`src/rtl/reg_bank_pkg.sv`:
```
// Shared helpers for the register-bank arbiter: pointer sizing and round-robin pick.
// Latency: pure combinational function, no state.
// Backpressure: not applicable; callers hold requests until granted.
package reg_bank_pkg;

    // Widest requester count supported; the pick function works on this width
    // and callers zero-extend / truncate to their own NREQ.
    localparam int MAX_NREQ = 8;
    localparam int MAX_PW   = $clog2(MAX_NREQ);

    // One-hot grant to the first requester at or after prio, wrapping modulo nreq.
    function automatic logic [MAX_NREQ-1:0] rr_pick(
        input logic [MAX_NREQ-1:0] req,
        input logic [MAX_PW-1:0]   prio,
        input int                  nreq
    );
        logic [MAX_NREQ-1:0] g;
        logic                found;
        int                  idx;
        g     = '0;
        found = 1'b0;
        for (int k = 0; k < MAX_NREQ; k++) begin
            if (k < nreq) begin
                idx = int'(prio) + k;
                if (idx >= nreq) begin
                    idx = idx - nreq;
                end
                if (!found && req[idx[MAX_PW-1:0]]) begin
                    g[idx[MAX_PW-1:0]] = 1'b1;
                    found              = 1'b1;
                end
            end
        end
        return g;
    endfunction

endpackage

```
`src/rtl/rr_arbiter.sv`:
```
// Round-robin arbiter: one-hot grant from req and a rotating priority pointer.
// Latency: grant is combinational in the same cycle as req; pointer moves at posedge.
// Backpressure: ungranted requesters simply wait; grant is forced low during reset.
module rr_arbiter
    import reg_bank_pkg::*;
#(
    parameter int NREQ = 4
) (
    input  logic            clk,
    input  logic            rst,
    input  logic [NREQ-1:0] req,
    output logic [NREQ-1:0] gnt
);

    localparam int PW = $clog2(NREQ);

    logic [PW-1:0]       prio;
    logic [PW-1:0]       prio_nxt;
    logic [MAX_NREQ-1:0] req_ext;
    logic [MAX_PW-1:0]   prio_ext;

    // Widen req and pointer to the package function's fixed width, then pick.
    always_comb begin
        req_ext                = '0;
        req_ext[NREQ-1:0]      = req;
        prio_ext               = '0;
        prio_ext[PW-1:0]       = prio;
        gnt                    = NREQ'(rr_pick(req_ext, prio_ext, NREQ));
        if (rst) begin
            gnt = '0;
        end
    end

    // Next pointer: one past the granted requester, unchanged when idle.
    always_comb begin
        prio_nxt = prio;
        for (int i = 0; i < NREQ; i++) begin
            if (gnt[i]) begin
                prio_nxt = (i == NREQ - 1) ? '0 : PW'(i + 1);
            end
        end
    end

    // Priority pointer register.
    always_ff @(posedge clk) begin
        if (rst) begin
            prio <= '0;
        end else begin
            prio <= prio_nxt;
        end
    end

endmodule

```
`src/rtl/reg_bank_arbiter.sv`:
```
// Shared DFF register bank with round-robin access among NREQ single-beat requesters.
// Latency: writes land at the grant edge; read data and rvalid appear 1 cycle after grant.
// Backpressure: req/gnt handshake; one access per clock, losers hold their command.
module reg_bank_arbiter
    import reg_bank_pkg::*;
#(
    parameter int NREQ = 4,
    parameter int AW   = 3,
    parameter int DW   = 8
) (
    input  logic               clk,
    input  logic               rst,
    input  logic [NREQ-1:0]    req,
    input  logic [NREQ-1:0]    we,
    input  logic [NREQ*AW-1:0] addr,
    input  logic [NREQ*DW-1:0] wdata,
    output logic [NREQ-1:0]    gnt,
    output logic [NREQ-1:0]    rvalid,
    output logic [DW-1:0]      rdata
);

    localparam int DEPTH = 2 ** AW;

    logic [DW-1:0] bank [DEPTH];
    logic          sel_any;
    logic          sel_we;
    logic [AW-1:0] sel_addr;
    logic [DW-1:0] sel_wdata;

    rr_arbiter #(
        .NREQ (NREQ)
    ) u_arb (
        .clk (clk),
        .rst (rst),
        .req (req),
        .gnt (gnt)
    );

    // Mux the granted requester's command onto the single bank port.
    always_comb begin
        sel_any   = |gnt;
        sel_we    = 1'b0;
        sel_addr  = '0;
        sel_wdata = '0;
        for (int i = 0; i < NREQ; i++) begin
            if (gnt[i]) begin
                sel_we    = we[i];
                sel_addr  = addr[i*AW +: AW];
                sel_wdata = wdata[i*DW +: DW];
            end
        end
    end

    // Bank write and registered read response; rdata holds when no read is granted.
    always_ff @(posedge clk) begin
        if (rst) begin
            for (int j = 0; j < DEPTH; j++) begin
                bank[j] <= '0;
            end
            rvalid <= '0;
            rdata  <= '0;
        end else begin
            rvalid <= '0;
            if (sel_any) begin
                if (sel_we) begin
                    bank[sel_addr] <= sel_wdata;
                end else begin
                    rdata  <= bank[sel_addr];
                    rvalid <= gnt;
                end
            end
        end
    end

endmodule

```
`config.mk`:
```
export PLATFORM = sky130hd
export DESIGN_NAME = reg_bank_arbiter
export DESIGN_NICKNAME = d
export VERILOG_FILES = /design/src/rtl/reg_bank_pkg.sv /design/src/rtl/rr_arbiter.sv /design/src/rtl/reg_bank_arbiter.sv
export SDC_FILE = /design/constraint.sdc
export NUM_CORES = 1
export LEC_CHECK = 0
export CAP_MARGIN = 20
export CORE_MARGIN = 3
export CORE_UTILIZATION = 25
export CTS_BUF_LIST = sky130_fd_sc_hd__clkbuf_8
export DETAILED_ROUTE_END_ITERATION = 8
export DONT_BUFFER_PORTS = 1
export SLEW_MARGIN = 20
export SYNTH_ARGS = -nofsm -noshare
export SYNTH_HDL_FRONTEND = slang
export SYNTH_HIERARCHICAL = 1
export SYNTH_SLANG_ARGS = --single-unit
```
`constraint.sdc`:
```
create_clock -name clk -period 8.7 [get_ports clk]
set_input_delay 2.61 -clock clk [delete_from_list [all_inputs] [get_ports clk]]
set_output_delay 2.61 -clock clk [all_outputs]
set_load 0.02 [all_outputs]
```
==> key figures, run 1 <==
Status
  • Status: complete, no violations

Synthesis
  • Yosys cell types: 60
  • FF+latch count, synth: 78
  • Post-synthesis cell area: 4240 um^2
  • Synth warnings: 6
  • Area contributors post-synth: edfxtp_1 (45%), dfxtp_1 (6.6%), nor2_1 (6.5%), mux2i_1 (4.7%), mux2_2 (4.2%)
  • Largest area contributor in the netlist: edfxtp_1
  • Top FF cell, synth: edfxtp_1
  • Post-synthesis sequential area ratio: 51.9%
  • Synth async-reset ratio: 0%
  • Syn Inst Count: 369
  • Post-synth top area share: 45.3%
  • Syn_nets: 430
  • Avg Cell Area, Syn: 11.5 um^2
  • EDFF count, synth: 64

Worst setup path
  • CP Class: in -> out
  • Worst-path maximum fanout: 8
  • Critical path launch point: req[1]
  • Worst Path Required: 6.09 ns
  • CP arrival: 4.56 ns
  • Slowest CP cell: nor2_1
  • R2R Setup Slk: 2.99 ns
  • Slowest stage delay, CP: 0.73 ns
  • Reg2reg path depth: 12
  • Crit path cell chain: or4_1 > a222oi_1 > a221oi_2 > nor2_1
  • CP Capture Point: gnt[0]
  • Worst setup SP type: input pin
  • Worst r2r src: u_arb/prio[0]
  • CP Capture Type: primary output
  • Worst reg2reg path endpoint: bank[3][0]

Floorplanning
  • DIE AREA: 18,600 um^2
  • Die Ht: 136 um
  • Die Wd: 136 um
  • Cell Rows: 46
  • Boundary Pins: 70
  • Core area: 16,200 um^2
  • Initial Util: 26.1%

Detailed routing
  • Vias/cell: 4.98
  • DR vias: 2,922
  • Wirelength per Cell: 17.9 um
  • Post-route ant nets: 0
  • DR pass1 iterations: 5
  • DRT iter0 DRCs: 231
  • WL final: 10,500 um
  • Number of remaining DRC errors: 0

Pwr
  • Leak Pwr: 1.53 nW
  • Peak VDD IR: 343 uV
  • Pwr/cell area: 339 nW/um^2
  • Total chip power: 0.00156 W

STA
  • Final critical-path share of the clock period: 82.4%
  • FMAX: 0.140 GHz
  • Final hold vios: 0
  • Final setup viols: 0
  • Worst rel slew slack: 29.5%
  • Fin. max-slew vios: 0
  • Setup TNS: 0 ns
  • Measured slew at the worst slew-check pin: 1.06 ns
  • RSZ-0062 raised after global routing: no
  • Fin Hold WS: 0.631 ns
  • Clk_skew: 0.0157 ns
  • Final Critical Period: 7.17 ns

Finish
  • Ant diodes: 0
  • Commonest non-fill, non-tap cell in the layout: nor2_1
  • Final nets: 427
  • Area growth from synthesis to layout: 8.76%
  • Final cell utilization of the core: 28.4%
  • Commonest non-fill, non-tap cells in the layout: nor2_1 (70), edfxtp_1 (64), nand2_1 (21), mux2i_1 (20), mux2_2 (16)
  • Layout cells sized above 1: 15.6%

Global route
  • Initial antenna violation count: 0
  • Vias in the first global route: 2,910
  • Largest net degree at the start of global routing: 35
  • First-pass GRT wire length: 16,000 um
  • Total track usage: 11.4%
  • Global route total overflow: 0

Clocking
  • H-tree Lvls: 3
  • Latest clock arrival within the worst-skew pair: 0.36 ns
  • Post-CTS Resized: 0
  • Longest Clk Path Bufs: 2
  • Post-CTS Hold Fix Bufs: 0
  • # clock sinks: 78
  • Setup Buffers After CTS: 0
  • Root buffer cell: clkbuf_8
  • Inserted Clock Buffers: 9
  • CTS tree: done
  • Clk slew on worst S/H paths: 0.07 ns

Job
  • Max Cap Viol: 0

Hold path
  • Hold crit path type: reg -> reg

Placement
  • Placer congestion estimate: 0.774
  • Hpwl dp: 7640 um
  • Port bufs: 0
## sequential cells by signal (all words and copies together) (netlist names)
register    cells
bank           64
rdata           8
rvalid          4
u_arb/prio      2
## Yosys cell counts (all sizes together) (2+ instances only)
cell type / instances
and2: 7
nor2b: 9
mux2i: 20
a21oi: 14
a41oi: 8
nor3b: 4
nor4: 2
or4: 2
o22ai: 2
mux2: 16
o22a: 8
nor3: 7
a22o: 2
a211o: 2
a211oi: 3
o21ai: 10
mux4: 2
and3b: 2
inv: 6
clkbuf: 4
nand2: 23
nand3b: 4
nand3: 10
nand2b: 3
buf: 14
nor2: 73
or2: 3
ha: 7
a221o: 3
dfxtp: 14
a221oi: 9
edfxtp: 64
## power breakdown
| group | total [W] | internal, W | switching [W] |
|---|---|---|---|
| Sequential | 0.000489 | 0.000445 | 0.0000447 |
| Clock | 0.000261 | 0.000129 | 0.000131 |
| Combinational | 0.000811 | 0.000294 | 0.000517 |
## layer usage
layer	global-route usage, %	part of all wire, %	vias to the layer above
li1	-	-	1377
met1	14.8	44	1425
met2	17.8	46	106
met3	3.74	7.8	14
met4	3.70	2.1	0
met5	0	0	-
## cells by family (layout without fill, tap and decap cells)
group | Yosys count | after routing | share of synthesized area (%)
AO/OA/AOI/OAI | 70 | 70 | 13.9
adder cells (fa/ha/maj) | 7 | 7 | 2.07
buffers and inverters | 24 | 26 | 3.57
flip-flops | 78 | 78 | 51.9
multiplexers | 38 | 38 | 10.2
AND/OR/NAND/NOR | 152 | 152 | 18.3
## per-stage QoR
| stage | instances | instance area [um^2] | setup slack (ns) |
|---|---|---|---|
| 5_1_grt | 587 | 4610 | 1.40 |
| 2_1_floorplan | 369 | 4240 | 1.75 |
| 4_1_cts | 587 | 4610 | 1.59 |
| 3_5_place_dp | 571 | 4420 | 1.58 |
| 3_3_place_gp | 571 | 4420 | 1.62 |
| 6_report | 587 | 4610 | 1.53 |
## worst max-delay path: cells and delay by family
kind | cells | cell delay (ns)
and+or+nand+nor | 2 | 1.23
AOI/OAI and AO/OA | 2 | 0.71
## worst min-delay path by stage
stage / depth (start not counted) / endpoint / startpoint
4_1_cts: 2 / u_arb/prio[1] / u_arb/prio[1]
5_1_grt: 2 / u_arb/prio[1] / u_arb/prio[1]
6_report: 2 / u_arb/prio[1] / u_arb/prio[1]
3_5_place_dp: 2 / u_arb/prio[1] / u_arb/prio[1]
3_3_place_gp: 2 / u_arb/prio[1] / u_arb/prio[1]
2_1_floorplan: 2 / u_arb/prio[1] / u_arb/prio[1]
## area by class of cell
class / count / area [um^2]
Clock buffer: 9 / 124
Clock inverter: 7 / 62.6
Fill cell: 1695 / 11600
Inverter: 6 / 25.0
Multi-Input combinational cell: 267 / 1900
Sequential cell: 78 / 2200
Tap cell: 216 / 270
Timing Repair Buffer: 4 / 30.0
No activity file was read; power rests on OpenSTA's default activity.
==> inputs of run 2 (changes only) <==
==> constraint.sdc (replaced) <==
create_clock -name clk -period 6.9 [get_ports clk]
set_input_delay 2.07 -clock clk [delete_from_list [all_inputs] [get_ports clk]]
set_output_delay 2.07 -clock clk [all_outputs]
set_load 0.02 [all_outputs]
==> run 2 against run 1 <==
Net effect: sequential share of layout area fell by 0.86 points; power rose by 34%; clock-buffer cell count did not move; combinational power rose by 26%; utilization rose by 0.52 points; sequential power rose by 27%; setup slack got worse by 0.62 ns; worst hold slack barely moved; die area did not move.
==> key figures, run 2 (synthesis gave the netlist of run 1 again) <==
Floorplanning
  • DIE AREA: 18,600 um^2
  • Cell Rows: 46
  • Die Ht: 136 um
  • Core area: 16,200 um^2
  • Die Wd: 136 um
  • Boundary Pins: 70
  • Initial Util: 26.1%

Detailed routing
  • DR vias: 2,910
  • WL final: 10,900 um
  • Post-route ant nets: 0
  • Wirelength per Cell: 18.4 um
  • DR pass1 iterations: 5
  • Number of remaining DRC errors: 0
  • Vias/cell: 4.94
  • DRT iter0 DRCs: 257

Hold path
  • Hold crit path type: reg -> reg
  • Worst hold path depth: 2

Worst setup path
  • Worst-path maximum fanout: 12
  • Crit path cell chain: or4_1 > a222oi_1 > a32o_1 > nor2_1 > nor2_2
  • R2R Setup Slk: 1.71 ns
  • CP Capture Type: primary output
  • Buf/Inv on CP: 0
  • Worst setup SP type: input pin
  • Path length in cells of the critical path: 5
  • CP arrival: 3.92 ns
  • Reg2reg path depth: 14
  • Slowest stage delay, CP: 0.51 ns
  • Slowest CP cell: or4_1
  • Top delay family on crit path: simple AND/OR/NAND/NOR gates
  • CP Class: in -> out
  • Worst Path Required: 4.83 ns

Finish
  • Layout cells sized above 1: 16.1%
  • Ant diodes: 0
  • Biggest regs: bank x64, rdata x8, rvalid x4
  • Commonest non-fill, non-tap cells in the layout: nor2_1 (70), edfxtp_1 (64), nand2_1 (21), mux2i_1 (20), mux2_2 (16)
  • Area growth from synthesis to layout: 10.8%
  • Top reg by flops: bank
  • Non-Filler Instances: 589
  • Final nets: 429
  • Commonest non-fill, non-tap cell in the layout: nor2_1
  • Final instance area: 4700 um^2
  • Max FFs per register: 64

Clocking
  • Post-CTS Hold Fix Bufs: 0
  • Root buffer cell: clkbuf_8
  • # clock sinks: 78
  • Inserted Clock Buffers: 9
  • Setup Buffers After CTS: 0
  • Latest clock arrival within the worst-skew pair: 0.36 ns
  • H-tree Lvls: 3
  • Post-CTS Resized: 0
  • CTS tree: done
  • Clk slew on worst S/H paths: 0.08 ns
  • Longest Clk Path Bufs: 2

Pwr
  • Pwr/cell area: 445 nW/um^2
  • Peak VDD IR: 247 uV
  • Leak Pwr: 1.57 nW

Placement
  • Area post-placement: 4440 um^2
  • Port bufs: 0
  • Setup slack at placement: 0.798 ns
  • Placer congestion estimate: 0.858
  • Hpwl dp: 7840 um
  • Post-Place Cells: 573

STA
  • Final hold vios: 0
  • Worst setup margin: 0.909 ns
  • Measured slew at the worst slew-check pin: 1.09 ns
  • Final critical-path share of the clock period: 86.8%
  • Worst rel slew slack: 27.1%
  • Final Critical Period: 5.99 ns
  • RSZ-0062 raised after global routing: no
  • Setup TNS: 0 ns
  • Fin. max-slew vios: 0
  • FMAX: 0.167 GHz
  • Clk_skew: 0.0103 ns
  • Final setup viols: 0

Global route
  • First-pass GRT wire length: 16,800 um
  • Largest net degree at the start of global routing: 33
  • Global route total overflow: 0
  • Total track usage: 11.9%
  • Vias in the first global route: 2,991
  • Initial antenna violation count: 0

Status
  • Status: complete, no violations

Job
  • Max Cap Viol: 0
## run 2: power by group
| part | switching, W | leakage, nW | total, W | internal (W) |
|---|---|---|---|---|
| logic | 0.000646 | 0.659 | 0.00102 | 0.000379 |
| clock network | 0.000173 | 0.133 | 0.000449 | 0.000276 |
| registers | 0.0000587 | 0.778 | 0.000619 | 0.000560 |
## run 2: per-layer routing
metal,part of all wire [%],vias to the layer above,global-route usage (%)
met1,44,1418,15.1
met4,1.5,0,4.20
met3,6.9,12,3.52
met5,0,-,0
met2,47,96,19.4
li1,-,1384,-
## run 2: layout make-up
type	count	area, um^2
multi-input cells	267	1890
repair buffers	6	45.0
well taps	216	270
fillers	1694	11500
inverters	6	25.0
clock inverters	7	136
flip-flops and latches	78	2200
clock buffers	9	124
## run 2: stage by stage
stage | util [%] | power [W] | hold WS (ns)
floorplan | - | 0.00142 | 0.536
global placement | 27.3 | 0.00162 | 0.611
detailed placement | 27.3 | 0.00165 | 0.620
CTS | 28.9 | 0.00209 | 0.631
global route | 28.9 | 0.00220 | 0.679
finish | 28.9 | 0.00209 | 0.631
## run 2: final timing paths
kind | start | end
worst min register to register | u_arb/prio[1] | u_arb/prio[1]
worst max-delay path | req[1] | gnt[1]
worst max register to register | u_arb/prio[0] | bank[4][7]
worst min-delay path | u_arb/prio[1] | u_arb/prio[1]
## run 2: tightest hold or removal path, cell delays in order, from the launching register on
cell and delay (ns):
dfxtp_1 0.42, nand2_1 0.10, a31oi_1 0.08
